File: src/rtl/btn_step_gen.sv
// Push-button front end: synchronises a raw bouncing button, debounces it and
// emits clean one-cycle step pulses, with optional auto-repeat while held.
module btn_step_gen #(
  parameter int DEBOUNCE_CYCLES = 16,
  parameter int REPEAT_DELAY    = 64,
  parameter int REPEAT_PERIOD   = 16
) (
  input  logic CLK,
  input  logic rst,
  input  logic iBtn,
  input  logic iAutoEn,
  output logic oStep,
  output logic oPressed,
  output logic oRepeating
);

  localparam int MAX_A   = (DEBOUNCE_CYCLES > REPEAT_DELAY) ? DEBOUNCE_CYCLES : REPEAT_DELAY;
  localparam int CNT_MAX = (MAX_A > REPEAT_PERIOD) ? MAX_A : REPEAT_PERIOD;
  localparam int CW      = (CNT_MAX > 1) ? $clog2(CNT_MAX) : 1;

  localparam logic [CW-1:0] DB_LAST  = CW'(DEBOUNCE_CYCLES - 1);
  localparam logic [CW-1:0] RD_LAST  = CW'(REPEAT_DELAY - 1);
  localparam logic [CW-1:0] RP_LAST  = CW'(REPEAT_PERIOD - 1);
  localparam logic [CW-1:0] CNT_ZERO = '0;
  localparam logic [CW-1:0] CNT_ONE  = CW'(1);

  typedef enum logic [2:0] {
    IDLE,
    DB_PRESS,
    HELD,
    REPEAT,
    DB_RELEASE
  } state_t;

  state_t        state_q, state_d;
  logic [CW-1:0] cnt_q, cnt_d;
  logic          syncMeta_q, btnSync_q;
  logic          step_q, step_d;
  logic          pressed_q, pressed_d;
  logic          repeating_q;

  // The button is asynchronous to CLK, so only the second flop is ever observed.
  always_ff @(posedge CLK or posedge rst) begin
    if (rst) begin
      syncMeta_q <= 1'b0;
      btnSync_q  <= 1'b0;
    end else begin
      syncMeta_q <= iBtn;
      btnSync_q  <= syncMeta_q;
    end
  end

  always_ff @(posedge CLK or posedge rst) begin
    if (rst) begin
      state_q     <= IDLE;
      cnt_q       <= CNT_ZERO;
      step_q      <= 1'b0;
      pressed_q   <= 1'b0;
      repeating_q <= 1'b0;
    end else begin
      state_q     <= state_d;
      cnt_q       <= cnt_d;
      step_q      <= step_d;
      pressed_q   <= pressed_d;
      repeating_q <= (state_d == REPEAT);
    end
  end

  // A low synchronised button always wins over auto-repeat and terminal counts.
  always_comb begin
    state_d   = state_q;
    cnt_d     = cnt_q;
    step_d    = 1'b0;
    pressed_d = pressed_q;

    case (state_q)
      IDLE: begin
        cnt_d = CNT_ZERO;
        if (btnSync_q) begin
          state_d = DB_PRESS;
        end
      end

      DB_PRESS: begin
        if (!btnSync_q) begin
          state_d = IDLE;
          cnt_d   = CNT_ZERO;
        end else if (cnt_q == DB_LAST) begin
          state_d   = HELD;
          cnt_d     = CNT_ZERO;
          step_d    = 1'b1;
          pressed_d = 1'b1;
        end else begin
          cnt_d = cnt_q + CNT_ONE;
        end
      end

      HELD: begin
        if (!btnSync_q) begin
          state_d = DB_RELEASE;
          cnt_d   = CNT_ZERO;
        end else if (iAutoEn) begin
          if (cnt_q == RD_LAST) begin
            state_d = REPEAT;
            cnt_d   = CNT_ZERO;
            step_d  = 1'b1;
          end else begin
            cnt_d = cnt_q + CNT_ONE;
          end
        end else begin
          cnt_d = CNT_ZERO;
        end
      end

      REPEAT: begin
        if (!btnSync_q) begin
          state_d = DB_RELEASE;
          cnt_d   = CNT_ZERO;
        end else if (!iAutoEn) begin
          state_d = HELD;
          cnt_d   = CNT_ZERO;
        end else if (cnt_q == RP_LAST) begin
          cnt_d  = CNT_ZERO;
          step_d = 1'b1;
        end else begin
          cnt_d = cnt_q + CNT_ONE;
        end
      end

      DB_RELEASE: begin
        if (btnSync_q) begin
          state_d = HELD;
          cnt_d   = CNT_ZERO;
        end else if (cnt_q == DB_LAST) begin
          state_d   = IDLE;
          cnt_d     = CNT_ZERO;
          pressed_d = 1'b0;
        end else begin
          cnt_d = cnt_q + CNT_ONE;
        end
      end

      default: begin
        state_d = IDLE;
        cnt_d   = CNT_ZERO;
      end
    endcase
  end

  assign oStep      = step_q;
  assign oPressed   = pressed_q;
  assign oRepeating = repeating_q;

  // Back-to-back steps would double-advance the downstream counter.
  assert property (@(posedge CLK) disable iff (rst) step_q |=> !step_q);

endmodule

File: config.mk
export PLATFORM = sky130hd
export DESIGN_NAME = btn_step_gen
export DESIGN_NICKNAME = d
export VERILOG_FILES = /design/src/rtl/btn_step_gen.sv
export SDC_FILE = /design/constraint.sdc
export NUM_CORES = 1
export LEC_CHECK = 0
export BUFFER_PORTS_ARGS = -buffer_cell sky130_fd_sc_hd__buf_2
export CORE_MARGIN = 5
export CORE_UTILIZATION = 51
export CTS_BUF_LIST = sky130_fd_sc_hd__clkbuf_16
export DETAILED_ROUTE_END_ITERATION = 16
export GPL_ROUTABILITY_DRIVEN = 1
export MAX_ROUTING_LAYER = met4
export PLACE_DENSITY_LB_ADDON = 0.08
export SYNTH_ARGS = -nofsm -noshare
export SYNTH_HDL_FRONTEND = slang
export SYNTH_SLANG_ARGS = --single-unit
export TNS_END_PERCENT = 1
File: constraint.sdc
create_clock -name CLK -period 2.7 [get_ports CLK]
set_clock_uncertainty 0.2 [all_clocks]
set_input_delay 0.405 -clock CLK [delete_from_list [all_inputs] [get_ports CLK]]
set_output_delay 0.405 -clock CLK [all_outputs]
set_load 0.02 [all_outputs]
==> results of run 1 <==
synthesized netlist by cell type (2+ instances only):
cell      number  area share [%]
a21oi_1        6             4.1
nand2_1        3             1.6
nand3_1        3             2.1
xnor2_1        2             2.4
nand3b_1       2             2.1
dfrtp_1       14              48
nor2_1         9             4.7
clkbuf_1       2             1.0
inv_1          3             1.6
nor3_1         2             1.4
sequential cells by signal (all words and copies together) (netlist names):
register	flops
cnt_q	6
state_q	3
btnSync_q	1
oPressed	1
oRepeating	1
oStep	1
syncMeta_q	1
cell families (layout without fill, tap and decap cells):
logic type / Yosys count / count (layout)
AND/OR/NAND/NOR: 32 / 32
AO/OA/AOI/OAI: 16 / 16
flip-flops: 14 / 14
buffers and inverters: 7 / 13
XOR/XNOR: 3 / 3
adder cells (fa/ha/maj): 1 / 1
multiplexers: 1 / 1
per-layer routing:
| layer | share of wire, % | track usage, % | up-vias |
|---|---|---|---|
| li1 | - | - | 275 |
| met1 | 50 | 24.1 | 261 |
| met2 | 44 | 22.7 | 11 |
| met3 | 5.0 | 4.51 | 2 |
| met4 | 0.71 | 4.84 | 0 |
| met5 | 0 | - | - |
final timing paths:
check                      cells past startpoint         end  slack, ns        from
setup / recovery                               4    cnt_q[3]       0.79  state_q[1]
hold / removal                                 2    cnt_q[4]      -0.01         rst
setup reg to reg                               4    cnt_q[3]       0.79  state_q[1]
max in group asynchronous                      2  oRepeating       1.97         rst
hold reg to reg                                0   btnSync_q       0.15  syncMeta_q
min in group CLK                               1  syncMeta_q       0.07        iBtn
layout make-up:
| class | count | area [sq um] | area share [%] |
|---|---|---|---|
| clock buffer | 3 | 75.1 | 9.05 |
| clock inverter | 1 | 3.75 | 0.452 |
| inverter | 3 | 11.3 | 1.36 |
| multi-input combinational | 53 | 340 | 41.0 |
| sequential | 14 | 350 | 42.2 |
| tap | 15 | 18.8 | 2.26 |
| timing repair buffer | 6 | 30.0 | 3.62 |
critical path, cell delays in order, from the launching register on:
cell and delay, ns:
dfrtp_1 0.48, or4b_4 0.57, o21a_1 0.16, a221o_1 0.32, nor2_1 0.12
power by group through the flow:
stage	registers, mW	logic [mW]	clock network (mW)
finish	0.219	0.0187	0.279
global route	0.220	0.0218	0.294
CTS	0.219	0.0188	0.284
detailed placement	0.222	0.0188	0
global placement	0.222	0.0179	0
floorplan	0.220	0.0143	0
layout by cell type, fill, tap and decap left out, types with 2 or more instances in the layout:
cell type / n
xnor2_1: 2
dfrtp_1: 14
nor3_1: 2
nand2_1: 3
nor2_1: 9
clkbuf_16: 3
a21oi_1: 6
buf_2: 6
inv_1: 3
nand3_1: 3
nand3b_1: 2
==> summary.txt, run 1 <==
Yosys
  – Netlist cell types: 38
  – Largest family of logic cells by synthesized area: simple AND/OR/NAND/NOR gates
  – Mean area per synthesized cell: slightly below 10 sq um
  – Xor/xnor share of the synthesized area: about 3.6%
  – Post-Syn Instances: 74
  – Simple-gate share of the synthesized area: 25.0%
  – Yosys Warn Count: 0
  – Seq/Total Area, Yosys: 48.3%
  – Synth Area in Adders: 1.72%
  – Ys async rst share: 100%
  – Synthesized flop and latch total: 14
  – Post-synthesis mux area share: ~1.4%
  – Post-synthesis compound-gate area fraction: 15.2%
  – Post-Syn Area: 726 sq um
  – Post-synth EDFFs: 0
  – Synth Net Count: 79
  – Main synth FF type: dfrtp_1

Floorplan
  – Die ar.: 2280 sq um
  – Die Y: between 40 and 50 um
  – Ports: 7
  – Rows: 13
  – Core ar.: 1320 sq um
  – Chip width: around 48 um
  – Initial Util: between 50% and 60%

Power
  – Sw Ratio: 19.4%
  – Pint: 417 uW
  – Leakage: 0.357 nW
  – Share of total power in the clock network: 54.0%
  – Seq pwr share: 42.4%
  – Sw power: ~100 uW
  – Power Dens Cells: 623 nW/um^2
  – Total power: slightly above 500 uW
  – Comb pwr share: 3.6%
  – Maximum vdd ir drop: 0.000620 V

Route
  – Wire per inst: ~15 um
  – DRT iter0 DRCs: 23
  – Post-DRT Antenna Nets: 0
  – DR vias/cell: 5.78
  – Pre-antenna DRT Iters: 4
  – Total wire length: about 1.4 mm
  – Via Count: roughly 550
  – DRC Markers: 0

Placed design
  – I/O Buffers: 6
  – Routability cong.: 0.794
  – Placed Cells: 91
  – Placement Cell Area: 751 sq um
  – Pre-CTS setup slack: 0.840 ns
  – DP Wirelength: 951 um

Layout
  – Layout cells sized above 1: 12.5%
  – # diodes: 0
  – Fillers: 101
  – Final Cell Area: around 830 sq um
  – Area Growth Syn to Fin: 14.3%
  – Non-filler cells, final: 95
  – Post-layout util: 63.0%
  – # nets final: between 80 and 90

Critical path
  – CP required: approximately 2.7 ns
  – Critical path endpoint category: flip-flop
  – CP startpoint kind: flip-flop
  – Critical path class: flip-flop to flip-flop
  – Max FO, Critical Path: 10
  – Crit path DAT: about 1.9 ns

Clock tree
  – Clk sinks: 14
  – PostCTS Resize Cnt: 0
  – Post-CTS Repair Setup Buffers: 0
  – Worst-skew pair later-pin latency: 0.24 ns
  – Post-CTS Hold Buffers: 0
  – Root Buffer: clkbuf_16
  – Clock H-tree levels: 1
  – Number of CTS-inserted buffers: 3
  – CTS max path bufs: 2
  – CTS clk-pin slew, worst paths: 0.05 ns
  – CTS tree: done

Global routing
  – Vias in the first global route: 522
  – Largest net degree at the start of global routing: 15
  – First-pass GRT wire length: 2.49 mm
  – Overall Global Routing Usage: 16.7%
  – GR Overflow Total: 0
  – Initial antenna violation count: 0

STA
  – Max Clock Freq: 524 MHz
  – Crit share post-route: 70.6%
  – Fin crit period: 1.91 ns
  – RSZ-0062 raised after global routing: false
  – Endpoints failing setup: 0
  – Slew Viols, Final: 0
  – Hold Vio Cnt, Final: 14
  – Max-Slew Margin vs Limit: 65.5%
  – Hold slack final: -0.0112 ns
  – Post-route setup slack: 0.793 ns
  – TNS Setup: 0 ns
  – Worst-Margin Slew: 0.516 ns

Run status
  – Failing checks: hold timing
  – Status: finished, violations left

Worst hold path
  – Worst hold path class: input pin to async pin

Run
  – Max-cap violation count: 0
No activity file was read; power rests on OpenSTA's default activity.
==> run 2, diff against run 1 <==
--- a/config.mk
+++ b/config.mk
@@ -7,7 +7,7 @@
 export LEC_CHECK = 0
 export BUFFER_PORTS_ARGS = -buffer_cell sky130_fd_sc_hd__buf_2
 export CORE_MARGIN = 5
-export CORE_UTILIZATION = 51
+export CORE_UTILIZATION = 49
 export CTS_BUF_LIST = sky130_fd_sc_hd__clkbuf_16
 export DETAILED_ROUTE_END_ITERATION = 16
 export GPL_ROUTABILITY_DRIVEN = 1
==> constraint.sdc (replaced) <==
create_clock -name CLK -period 1.62 [get_ports CLK]
set_clock_uncertainty 0.2 [all_clocks]
set_input_delay 0.243 -clock CLK [delete_from_list [all_inputs] [get_ports CLK]]
set_output_delay 0.243 -clock CLK [all_outputs]
set_load 0.02 [all_outputs]
==> summary.txt, run 2 (synthesis results as in run 1) <==
Run status
  – Status: finished, violations left
  – Failing checks: setup timing

Power
  – Sw power: 167 uW (+66%)
  – Leakage: 0.476 nW (+33%)
  – Power Dens Cells: 807 nW/um^2 (+30%)
  – Share of total power in the clock network: 51.8% (-2.2 points)
  – Comb pwr share: 6.8% (+3.2 points)
  – Seq pwr share: 41.5% (-0.9 points)
  – Sw Ratio: 19.1% (-0.33 points)
  – Maximum vdd ir drop: 0.000633 V (+2.0%)
  – Total power: 874 uW (+69%)
  – Pint: 707 uW (+70%)

Route
  – Post-DRT Antenna Nets: 0 (unchanged)
  – Total wire length: 2.06 mm (+46%)
  – DRC Markers: 0 (unchanged)
  – DRT iter0 DRCs: 14 (-39%)
  – Pre-antenna DRT Iters: 4 (unchanged)
  – DR vias/cell: 5.70 (-1.4%)
  – Via Count: 667 (+21%)
  – Wire per inst: 17.6 um (+19%)

Global routing
  – Largest net degree at the start of global routing: 15 (unchanged)
  – Met3 Use GR: 3.67% (-0.84 points)
  – GR Overflow Total: 0 (unchanged)
  – Vias in the first global route: 673 (+29%)
  – M1 GR Usage: 23.8% (-0.21 points)
  – Met2 Usage GRT: 30.2% (+7.5 points)
  – GR peak layer: met2
  – Overall Global Routing Usage: 19.1% (+2.4 points)
  – First-pass GRT wire length: 3.37 mm (+36%)
  – Initial antenna violation count: 0 (unchanged)

Clock tree
  – CTS tree: done
  – Root Buffer: clkbuf_16
  – Number of CTS-inserted buffers: 3 (unchanged)
  – CTS max path bufs: 2 (unchanged)
  – CTS clk-pin slew, worst paths: 0.04 ns (about the same)
  – Worst-skew pair later-pin latency: 0.24 ns (about the same)
  – Clock H-tree levels: 1 (unchanged)
  – Clk sinks: 14 (unchanged)

STA
  – Hold slack final: 0.144 ns (+0.155 ns)
  – Worst-Margin Slew: 0.519 ns (+0.00294 ns)
  – Max Clock Freq: 558 MHz (+6.4%)
  – Hold Vio Cnt, Final: 0 (-14)
  – Fin crit period: 1.79 ns (-0.114 ns)
  – TNS Setup: -0.792 ns (-0.792 ns)
  – Slew Viols, Final: 0 (unchanged)
  – Max-Slew Margin vs Limit: 65.3% (-0.20 points)
  – Endpoints failing setup: 7 (+7)
  – RSZ-0062 raised after global routing: true
  – Crit share post-route: 111% (+40 points)
  – Post-route setup slack: -0.173 ns (-0.966 ns)

Floorplan
  – Die ar.: 2350 sq um (+3.2%)
  – Die Y: 48.5 um (+1.6%)
  – Rows: 13 (unchanged)
  – Initial Util: 53.8% (-1.3 points)
  – Chip width: 48.5 um (+1.6%)
  – Core ar.: 1350 sq um (+2.5%)
  – Ports: 7 (unchanged)

Layout
  – Largest register by flop count: cnt_q
  – Area Growth Syn to Fin: 49.1%
  – Register Area: 350 sq um (unchanged)
  – Most frequent cells in the layout: buf_4 (19), dfrtp_1 (14), nor2_1 (8)
  – Most common cell after layout, fill and taps aside: buf_4
  – # nets final: 109 (+27%)
  – Multi-input gate area: 412 sq um (+21%)
  – Top Registers: cnt_q (6), state_q (3)
  – Fillers: 88 (-13%)
  – Max FFs per register: 6 (unchanged)
  – Layout cells sized above 1: 40.2% (+28 points)
  – Non-filler cells, final: 117 (+23%)
  – # diodes: 0 (unchanged)

Critical path
  – CP startpoint kind: flip-flop
  – Max FO, Critical Path: 4 (-6)
  – Crit path DAT: 1.76 ns (-0.12 ns)
  – CP required: 1.59 ns (-1.08 ns)
  – Critical path class: flip-flop to flip-flop
  – Critical path endpoint category: flip-flop

Placed design
  – Pre-CTS setup slack: -0.160 ns (-1.00 ns)
  – I/O Buffers: 6 (unchanged)
  – Routability cong.: 0.839 (+5.6%)
  – Placed Cells: 111 (+22%)
  – DP Wirelength: 1.27 mm (+33%)

Worst hold path
  – Worst hold path class: flip-flop to flip-flop

Run
  – Max-cap violation count: 0 (unchanged)
==> run 2: critical path, stage by stage (launching register included) <==
cell and delay (ns):
dfrtp_1 0.41, or4b_4 0.55, o21a_1 0.15, a221o_1 0.30
nor2_1 0.11
==> run 2: layout make-up <==
class | instances | area share, %
timing repair buffer | 29 | 19.9
inverter | 3 | 1.04
tap | 15 | 1.73
multi-input combinational | 53 | 38.0
sequential | 14 | 32.4
clock buffer | 3 | 6.94
==> run 2: stage by stage <==
step	util (%)	cell area, sq um
after CTS	76.8	1040
after floorplan	-	726
after global placement	66.7	901
after global routing	80.2	1080
final	80.2	1080
after detailed placement	66.7	901
==> run 2: final timing paths <==
path | start | to | slack [ns] | depth (start not counted)
setup / recovery | state_q[0] | cnt_q[0] | -0.17 | 4
hold / removal | syncMeta_q | btnSync_q | 0.14 | 0
setup reg to reg | state_q[0] | cnt_q[0] | -0.17 | 4
hold reg to reg | syncMeta_q | btnSync_q | 0.14 | 0
max in group asynchronous | rst | state_q[2] | 0.49 | 3
min in group asynchronous | rst | cnt_q[2] | 0.38 | 3
==> run 2: power groups by stage <==
stage,sequential [mW],clock [mW],combinational [mW]
after floorplan,0.366,0,0.0240
after global placement,0.365,0,0.0464
after detailed placement,0.366,0,0.0473
after CTS,0.361,0.453,0.0568
after global routing,0.363,0.476,0.0655
final,0.362,0.452,0.0592
==> run 2: per-layer routing <==
layer  vias to the layer above  part of all wire, %
met5                         -                    0
met3                         4                  4.9
met2                        21                   50
met1                       321                   43
li1                        321                    -
met4                         0                  1.4
==> run 2: repair_timing <==
action / CTS / global route
setup buffers: 1 / 0
pin swaps: 2 / 2
hold endpoints to repair: 15 / 0
endpoints found under the setup margin: 9 / 12
gates resized for setup: 8 / 8
hold buffers: 2 / 0
